==> src/rtl/alu_result_tx_if.sv <==
// Handshake and serial-line bundle between the ALU output stage and the serial transmitter.
// The ALU side is the master: it raises tx_start with tx_data and watches tx, tx_busy and tx_done.
interface alu_result_tx_if #(
   parameter int NBITS = 8
);
   logic             tx_start;
   logic [NBITS-1:0] tx_data;
   logic             tx;
   logic             tx_busy;
   logic             tx_done;

   modport master (
      output tx_start, tx_data,
      input  tx, tx_busy, tx_done
   );

   modport slave (
      input  tx_start, tx_data,
      output tx, tx_busy, tx_done
   );
endinterface

==> src/rtl/alu_result_tx.sv <==
// Asynchronous serial transmitter for ALU results: start bit, NBITS data bits LSB first, one stop bit.
// All outputs come straight from flops so the line never glitches.
module alu_result_tx #(
   parameter int NBITS        = 8,
   parameter int CLKS_PER_BIT = 5208
) (
   input  logic           clk,
   input  logic           btn_Reset,
   alu_result_tx_if.slave bus
);

   localparam int CNT_W = (CLKS_PER_BIT > 1) ? $clog2(CLKS_PER_BIT) : 1;
   localparam int IDX_W = (NBITS > 1) ? $clog2(NBITS) : 1;
   localparam logic [CNT_W-1:0] CNT_LAST = CNT_W'(CLKS_PER_BIT - 1);
   localparam logic [IDX_W-1:0] IDX_LAST = IDX_W'(NBITS - 1);

   typedef enum logic [1:0] {IDLE, START, DATA, STOP} state_t;

   state_t           state_q, state_d;
   logic [CNT_W-1:0] cnt_q,   cnt_d;
   logic [IDX_W-1:0] idx_q,   idx_d;
   logic [NBITS-1:0] shift_q, shift_d;
   logic             tx_q,    tx_d;
   logic             busy_q,  busy_d;
   logic             done_q,  done_d;

   logic             bit_end;
   logic [NBITS-1:0] shift_nx;

   assign bit_end  = (cnt_q == CNT_LAST);
   assign shift_nx = shift_q >> 1;

   always_comb begin
      // NOTE: every output of this block gets a default first, so no path can leave a latch behind.
      state_d = state_q;
      cnt_d   = bit_end ? '0 : cnt_q + 1'b1;
      idx_d   = idx_q;
      shift_d = shift_q;
      tx_d    = tx_q;
      busy_d  = busy_q;
      done_d  = 1'b0;

      unique case (state_q)
         IDLE: begin
            cnt_d  = '0;
            tx_d   = 1'b1;
            busy_d = 1'b0;
            if (bus.tx_start) begin
               shift_d = bus.tx_data;
               idx_d   = '0;
               state_d = START;
               tx_d    = 1'b0;
               busy_d  = 1'b1;
            end
         end
         START: begin
            if (bit_end) begin
               state_d = DATA;
               tx_d    = shift_q[0];
            end
         end
         DATA: begin
            if (bit_end) begin
               shift_d = shift_nx;
               idx_d   = idx_q + 1'b1;
               if (idx_q == IDX_LAST) begin
                  state_d = STOP;
                  tx_d    = 1'b1;
               end else begin
                  tx_d    = shift_nx[0];
               end
            end
         end
         STOP: begin
            // Done and busy-drop land on the same edge as the return to IDLE.
            if (bit_end) begin
               state_d = IDLE;
               tx_d    = 1'b1;
               busy_d  = 1'b0;
               done_d  = 1'b1;
            end
         end
         default: state_d = IDLE;
      endcase
   end

   // NOTE: state registers use non-blocking assignments so every flop samples pre-edge values.
   always_ff @(posedge clk or posedge btn_Reset) begin
      if (btn_Reset) begin
         state_q <= IDLE;
         cnt_q   <= '0;
         idx_q   <= '0;
         shift_q <= '0;
         tx_q    <= 1'b1;
         busy_q  <= 1'b0;
         done_q  <= 1'b0;
      end else begin
         state_q <= state_d;
         cnt_q   <= cnt_d;
         idx_q   <= idx_d;
         shift_q <= shift_d;
         tx_q    <= tx_d;
         busy_q  <= busy_d;
         done_q  <= done_d;
      end
   end

   assign bus.tx      = tx_q;
   assign bus.tx_busy = busy_q;
   assign bus.tx_done = done_q;

endmodule

==> src/flat_wrapper.sv <==
// flat-port wrapper written by rule: the top's interface ports become plain ports
module alu_result_tx_flat 
#(
   parameter int NBITS        = 8,
   parameter int CLKS_PER_BIT = 5208
)
  (clk, btn_Reset, bus_tx_start, bus_tx_data, bus_tx, bus_tx_busy, bus_tx_done);
  alu_result_tx_if #(.NBITS(NBITS)) bus_i ();
  input  logic clk;
  input  logic btn_Reset;
  input wire logic [$bits(bus_i.tx_start)-1:0] bus_tx_start;
  input wire logic [$bits(bus_i.tx_data)-1:0] bus_tx_data;
  output wire logic [$bits(bus_i.tx)-1:0] bus_tx;
  output wire logic [$bits(bus_i.tx_busy)-1:0] bus_tx_busy;
  output wire logic [$bits(bus_i.tx_done)-1:0] bus_tx_done;
  assign bus_i.tx_start = bus_tx_start;
  assign bus_i.tx_data = bus_tx_data;
  assign bus_tx = bus_i.tx;
  assign bus_tx_busy = bus_i.tx_busy;
  assign bus_tx_done = bus_i.tx_done;
  alu_result_tx #(.NBITS(NBITS), .CLKS_PER_BIT(CLKS_PER_BIT)) u_core (.clk(clk), .btn_Reset(btn_Reset), .bus(bus_i));
endmodule
==> config.mk <==
export PLATFORM = sky130hd
export DESIGN_NAME = alu_result_tx_flat
export DESIGN_NICKNAME = d
export VERILOG_FILES = /design/src/rtl/alu_result_tx_if.sv /design/src/rtl/alu_result_tx.sv /design/src/flat_wrapper.sv
export SDC_FILE = /design/constraint.sdc
export NUM_CORES = 1
export LEC_CHECK = 0
export CAP_MARGIN = 10
export CORE_UTILIZATION = 60
export DETAILED_ROUTE_END_ITERATION = 10
export PLACE_DENSITY_LB_ADDON = 0.3
export SYNTH_ARGS = -nofsm -noshare
export SYNTH_HDL_FRONTEND = slang
export SYNTH_SLANG_ARGS = --single-unit
export TNS_END_PERCENT = 20
==> constraint.sdc <==
create_clock -name clk -period 2.9 [get_ports clk]
set_input_delay 0.58 -clock clk [delete_from_list [all_inputs] [get_ports clk]]
set_output_delay 0.58 -clock clk [all_outputs]
set_load 0.02 [all_outputs]
; ---- Word level (Yosys, flattened, before mapping)
; Cells that the tools add are included.
[op_classes]
mux = 25
eq_ne = 10
n_addsub = 2
n_reduce_logical = 7
[op_table]
columns = cell, count
row1 = 13-bit two-way mux, 2
row2 = 8-bit two-way mux, 2
row3 = 8-bit one-hot mux with 2 select lines, 1
row4 = "13-bit by 1-bit adder with 13-bit output, second input constant", 1
row5 = "13-bit == test, second input constant", 1
row6 = 2-bit two-way mux, 5
row7 = 1-bit two-way mux, 9
row8 = "2-bit by 1-bit != test with 1-bit output, second input constant", 4
row9 = 2-bit one-hot mux with 4 select lines, 1
row10 = 3-bit two-way mux, 2
row11 = 3-bit one-hot mux with 2 select lines, 1
row12 = 3-bit AND reduction, 2
row13 = 5-bit AND reduction, 1
row14 = "2-bit == test, second input constant", 2
row15 = 1-bit one-hot mux with 4 select lines, 1
row16 = 2-bit nonzero test, 2
row17 = "3-bit by 1-bit adder with 3-bit output, second input constant", 1
row18 = "3-bit == test, second input constant", 1
row19 = "2-bit by 1-bit == test with 1-bit output, second input constant", 1
row20 = 2-bit zero test, 1
row21 = "2-bit != test, second input constant", 1
row22 = 1-bit one-hot mux with 2 select lines, 1
row23 = 2-bit AND reduction, 1
[word_totals]
wordCells = 51
regBits = 29
out_inout_bits = 3

; ---- Longest topological paths before layout
; Gate-level depths: netlist of the first run.
[depth]
word_depth = 4
depth_mapped = 6
depth_no_buf = 6

; ---- Worst setup path after synthesis of the first run
; OpenSTA, ideal clock, no wires.
[synth_path]
path_kind = flip-flop to flip-flop
startpoint = register u_core.state_q[0]
endpoint = register u_core.state_q[1]
setup_time_ns = 0.125
t_arrival_ns = 1.608
stages_incl_launch_ff = 7
setup_slack_ns = 1.167
required_ns = 2.775
path_buffers = 1
cell_sequence = dfrtp_1 -> inv_1 -> ha_1 -> buf_2 -> nor3_1 -> o221a_2 -> mux2_2
[synth_via]
elab_chain_len = 3
elab_cells_between_ends = 11
classes_between = eq/ne (8) / mux (1) / reduce/logical (2)
[synth_lines]
columns = item, line
row1 = start: declaration, alu_result_tx.sv:19  ; state_t state_q, state_d;
row2 = start signal: assignment, alu_result_tx.sv:98  ; state_q <= state_d;
row3 = "2-bit == test, or another cell as far along", alu_result_tx.sv:43  ; unique case (state_q)
row4 = 2-bit by 1-bit != test with 1-bit output (no source line) or 2-bit != test (tied branches), -
row5 = 5-bit AND reduction (no source line), -
; Several ways; a longest one is shown, not always the timed one.
; A chain may end at the register's enable or synchronous reset.

; ---- Worst setup path in the final report of the first run
[layout_path]
startpoint = register u_core.tx_q, in the netlist u_core.bus.tx
endpoint = output port bus_tx
[layout_rtl]
columns = item, line
row1 = start: declaration, alu_result_tx.sv:23  ; logic tx_q, tx_d;
row2 = start signal: assignment, alu_result_tx.sv:102  ; tx_q <= tx_d;
row3 = end: declaration, flat_wrapper.sv:13  ; output wire logic [$bits(bus_i.tx)-1:0] bus_tx;
; No word-level cell between the ends.

==> qor.yml, run 1 <==
status: "finished, final reports clean"
fmax_mhz: 486.4
dpl.hpwl_mm: 2.087
clkSlewWorstSetupHoldPaths_ns: 0.10
antenna_found_initial: 0
clk_latency_ns: 0.34
hold_buffers: 0
hp-class: "register to register"
cpPeakStageDelay_ns: 0.60
postSynthCellCount: 145
cp_top_family: "buffers and inverters"
final_hold_viol_count: 0
worst_path_max_delay_cell: "clkdlybuf4s50_1"
drtIter0Drc: 24
rrSetupSlack_ns: 0.97
end_kind: "output port"
ys_types: 37
synth_top_flop_cell: "dfrtp_1"
syn_avg_cell_area_sq_um: 10.50
via_per_inst: 6.219
drc: 0
wl_per_cell_microns: 15.44
static-leakage-power_nw: 0.7400
clockBufferDepth: 2
port_buffers: 13
cts_resized: 0
final_antenna_net_count: 0
setup_viol: 0
period_share: 0.7090
start_util: 0.6629
cp-start-kind: "register"
cts_setup_buffers: 0
finish.instance_area_sq_um: 1729
cts.sink_count: 29
crit_arrival_ns: 1.48
wirelength_mm: 2.964
h-tree-depth: 2
netlist.top_cell.by_area: "dfrtp_1"
slew_violations: 0
critPathBufInv: 1
synth.yosys.seq_area_share: 0.4774
die_w_microns: 52.38
yosysMostFrequentCell: "dfrtp_1"
dr.pass1.iters: 4
synth_area_sq_um: 1523
final_nets: 181
dpl_cell_area_sq_um: 1674
crit_fanout: 2
overflow: 0
globalplace.congestion: 0.7564
drive_gt1_frac: 0.1280
grt_setup_unrepaired: "no"
yosys_register_bits: 29
antenna_cells: 0
required_ns: 2.32
grt_pass1_vias: 1106
critPathKind: "register to output port"
grt_max_degree: 21
fin_tns_setup_ns: 0
worst_pin_slew_ns: 0.6973
track_usage: 0.2545
period_needed_ns: 2.056
vias: 1194
power_density_nw_per_um2: 886.7
boundaryPins: 14
synth_edf_count: 0
crit_chain: "clkdlybuf4s50_1"
slew_headroom: 0.5346
rows: 17
coreArea_sq_um: 2297
async_flop_share: 1.000
numCtsBuffers: 5
yosysTopAreaCellShare: 0.4601
synth.net_count: 163
cts_tree: "yes"
drv_cap: 0
clock_skew_ns: 0.01255
synth_warnings: 0
synthTopCellsByArea: "dfrtp_1, ha_1, o22ai_1"
die_area_sq_um: 2743
die_y_microns: 52.38
vdd_drop_max_mv: 0.7321
syn_to_final_growth_pct: 13.56
grt_pass1_wl_mm: 4.878
root_buffer: "clkbuf_4"
ys_top_cells_by_count: "dfrtp_1, nor2_1, o22ai_1"
power breakdown:
| group | total (mW) | switching [mW] | leakage, nW | internal, mW |
|---|---|---|---|---|
| sequential | 0.625 | 0.0968 | 0.372 | 0.528 |
| combinational | 0.668 | 0.351 | 0.337 | 0.317 |
| clock | 0.240 | 0.149 | 0.0310 | 0.0911 |
| total | 1.53 | 0.597 | 0.740 | 0.937 |
state kept, by name (all words and copies together) (netlist names):
signal	cells
u_core.bus.tx_busy	1
u_core.idx_q	3
u_core.bus.tx	1
u_core.bus.tx_done	1
u_core.shift_q	8
u_core.state_q	2
u_core.cnt_q	13
metal layers:
layer | routed length (microns) | share of wire | global-route usage
met3 | 138 | 0.047 | 0.09565
met5 | 0 | 0 | 0
met2 | 1435 | 0.48 | 0.4008
met4 | 51 | 0.017 | 0.1053
met1 | 1338 | 0.45 | 0.3113
path summary, 6_finish.rpt:
| kind | start | to | cells past startpoint |
|---|---|---|---|
| worst min register to register | u_core.cnt_q[0] | u_core.cnt_q[0] | 1 |
| worst max register to register | u_core.cnt_q[0] | u_core.state_q[1] | 5 |
| worst max-delay path | u_core.bus.tx | bus_tx | 1 |
| worst min-delay path | u_core.cnt_q[0] | u_core.cnt_q[0] | 1 |
| max in group asynchronous | btn_Reset | u_core.cnt_q[5] | 3 |
| min in group asynchronous | btn_Reset | u_core.bus.tx_done | 2 |
through the flow:
| step | power [mW] | std cells | hold WS, ns | util | worst slack, ns |
|---|---|---|---|---|---|
| floorplan | 1.131 | 145 | 0.4552 | - | 1.167 |
| global placement | 1.263 | 184 | 0.4823 | 0.7288 | 0.8807 |
| detailed placement | 1.294 | 184 | 0.4933 | 0.7288 | 0.8291 |
| CTS | 1.542 | 192 | 0.5074 | 0.7527 | 0.8290 |
| global route | 1.637 | 192 | 0.5334 | 0.7527 | 0.8113 |
| finish | 1.533 | 192 | 0.5011 | 0.7527 | 0.8439 |
layout make-up:
class | count | area [sq um]
clock buffer | 5 | 37.54
clock inverter | 3 | 17.52
fill | 178 | 568.0
inverter | 8 | 30.03
multi-input combinational | 104 | 737.0
sequential | 29 | 726.9
tap | 28 | 35.03
timing repair buffer | 15 | 145.1
kinds of logic after synthesis:
group | Yosys count | synth area share
AO/OA/AOI/OAI | 32 | 0.1397
XOR/XNOR | 11 | 0.06328
adder cells (fa/ha/maj) | 7 | 0.05752
buffers and inverters | 12 | 0.03862
flip-flops | 29 | 0.4774
multiplexers | 4 | 0.03369
AND/OR/NAND/NOR | 50 | 0.1898
layout by cell type (no fill, tap or decap), types with 3 or more instances in the layout:
cell type	netlist	routed
inv_1	8	8
a21oi_1	6	6
clkdlybuf4s50_1	0	13
nand2b_1	3	3
nand3_1	7	7
nand2_1	7	7
ha_1	7	7
xnor2_1	8	8
xor2_1	3	3
nor2_1	15	15
o22ai_1	14	14
nand4_1	4	4
clkbuf_4	0	5
dfrtp_1	28	28
nor3_1	5	5
Power figures use the tool's default switching activity.
==> run 2: changes to the inputs <==
- CORE_UTILIZATION: 60 -> 56
- clock period: 2.9 -> 1.9 ns (I/O delays scaled with it)
==> run 2 against run 1 <==
Net effect:
- worst hold slack got worse by 0.093 ns
- utilization fell by 4.9 points
- non-clock buffer count rose by 5
- power rose by 58%
- routed wire length rose by 3.9%
- setup slack got worse by 0.79 ns
- via count fell by 1.5%
- clock skew fell by 0.0036 ns
- clock-buffer cell count rose by 2
- die area rose by 6.9%
- largest cell class unchanged
- sequential power rose by 53%
==> qor.yml, run 2 (synthesis results as in run 1) <==
status: "finished, final reports clean"
static-leakage-power_nw: 0.7633
antenna_found_initial: 0
fin_tns_setup_ns: 0
cp-start-kind: "register"
drive_gt1_frac: 0.1548
r2r-end: "u_core.shift_q[1]"
h-tree-depth: 2
final_hold_viol_count: 0
slew_violations: 0
die_area_sq_um: 2932
cpPeakStageDelay_ns: 0.60
top_register: "u_core.cnt_q"
p_int_mw: 1.508
period_share: 0.9711
clkSlewWorstSetupHoldPaths_ns: 0.09
critPathLaunch: "u_core.bus.tx"
fmax_mhz: 542.0
critPathKind: "register to output port"
hold_buffers: 0
drc: 0
via_per_inst: 5.939
final_nets: 186
critPathBufInv: 1
crit_arrival_ns: 1.47
rows: 18
clock_skew_ns: 0.008907
hp-class: "input pin to async pin"
drv_cap: 0
reg_top3: "u_core.cnt_q: 13 flops, u_core.shift_q: 8 flops, u_core.idx_q: 3 flops"
cts.sink_count: 29
cts_tree: "yes"
crit_chain: "clkdlybuf4s50_1"
syn_to_final_growth_pct: 16.52
track_usage: 0.2490
start_util: 0.6037
grt_pass1_wl_mm: 5.071
grt_pass1_vias: 1118
clk_latency_ns: 0.33
end_kind: "output port"
globalplace.congestion: 0.7927
mostFrequentLayoutCell: "dfrtp_1"
wirelength_mm: 3.079
period_needed_ns: 1.845
final_util: 0.7034
final_cell_mix: "dfrtp_1, nor2_1, o22ai_1"
grt_max_degree: 30
slew_headroom: 0.7182
p_sw_uw: 917.4
cp_top_family: "buffers and inverters"
antenna_cells: 0
wl_per_cell_microns: 15.55
dpl.hpwl_mm: 2.141
rrSetupSlack_ns: 0.12
seqPwrFrac: 0.394
drtIter0Drc: 42
port_buffers: 13
vias: 1176
die_y_microns: 54.15
required_ns: 1.52
sw_frac_of_total: 0.3782
p_clk_frac: 0.158
combinationalPowerShare: 0.448
worstReg2RegStart: "u_core.state_q[0]"
dr.pass1.iters: 4
root_buffer: "clkbuf_4"
largest_register_ffs: 13
clockBufferDepth: 2
overflow: 0
die_w_microns: 54.15
final_antenna_net_count: 0
vdd_drop_max_mv: 1.121
setup_viol: 0
worst_path_max_delay_cell: "clkdlybuf4s50_1"
power_density_nw_per_um2: 1367
coreArea_sq_um: 2522
grt_setup_unrepaired: "no"
worstRegToRegCells: 6
boundaryPins: 14
numCtsBuffers: 5
worst_pin_slew_ns: 0.4190
crit_fanout: 2
## run 2: changes by cell type in the layout (fill, tap and decap cells not counted), sizes merged
cell	change
clkinv	-2
clkbuf	+2
clkinvlp	-1
buf	+5
## run 2: what timing repair did
item | CTS | global route
gates resized for setup | 0 | 2
endpoints found under the setup margin | 0 | 6
buffers inserted | 0 | 0
hold endpoints to repair | 0 | 0
## run 2: cell type report
class,count,area [sq um]
fillers,189,748.2
inverters,8,30.03
flip-flops and latches,29,726.9
repair buffers,20,182.7
well taps,30,37.54
clock buffers,7,55.05
multi-input cells,104,742.0
## run 2: routing by layer
layer,vias up,GRT usage,wire length [microns]
met3,8,0.08475,144
li1,568,-,-
met5,-,0,0
met2,36,0.3882,1509
met1,564,0.3233,1370
met4,0,0.07692,55
## run 2: power groups by stage
stage          Sequential [mW]  Clock [mW]  Combinational (mW)
2_1_floorplan            0.956           0               0.770
3_5_place_dp             0.966           0                1.06
6_report                 0.955       0.384                1.09
4_1_cts                  0.953       0.389                1.08
5_1_grt                  0.982       0.419                1.20
3_3_place_gp             0.956           0                1.01
## run 2: worst max-delay path by stage
stage,endpoint,slack (ns),depth (start not counted)
finish,bus_tx,0.05,1
CTS,u_core.shift_q[6],0.01,7
detailed placement,u_core.shift_q[6],0.05,7
floorplan,u_core.state_q[1],0.17,6
global placement,u_core.shift_q[5],0.12,6
global route,bus_tx,0.006,1
## run 2: metrics by stage
step	setup slack [ns]	area (sq um)	total power [mW]	cells	hold WS (ns)
floorplan	0.1674	1523	1.726	145	0.4552
global placement	0.1193	1714	1.969	191	0.4823
detailed placement	0.04662	1714	2.023	191	0.4933
CTS	0.01360	1769	2.418	198	0.4216
global route	0.006337	1774	2.599	198	0.4440
finish	0.05483	1774	2.426	198	0.4079
==> run 3: changes to the inputs <==
- GPL_ROUTABILITY_DRIVEN: default -> 0
==> results of run 3 <==
Same layout as run 2: the final DEF is identical, and so are final timing and power.
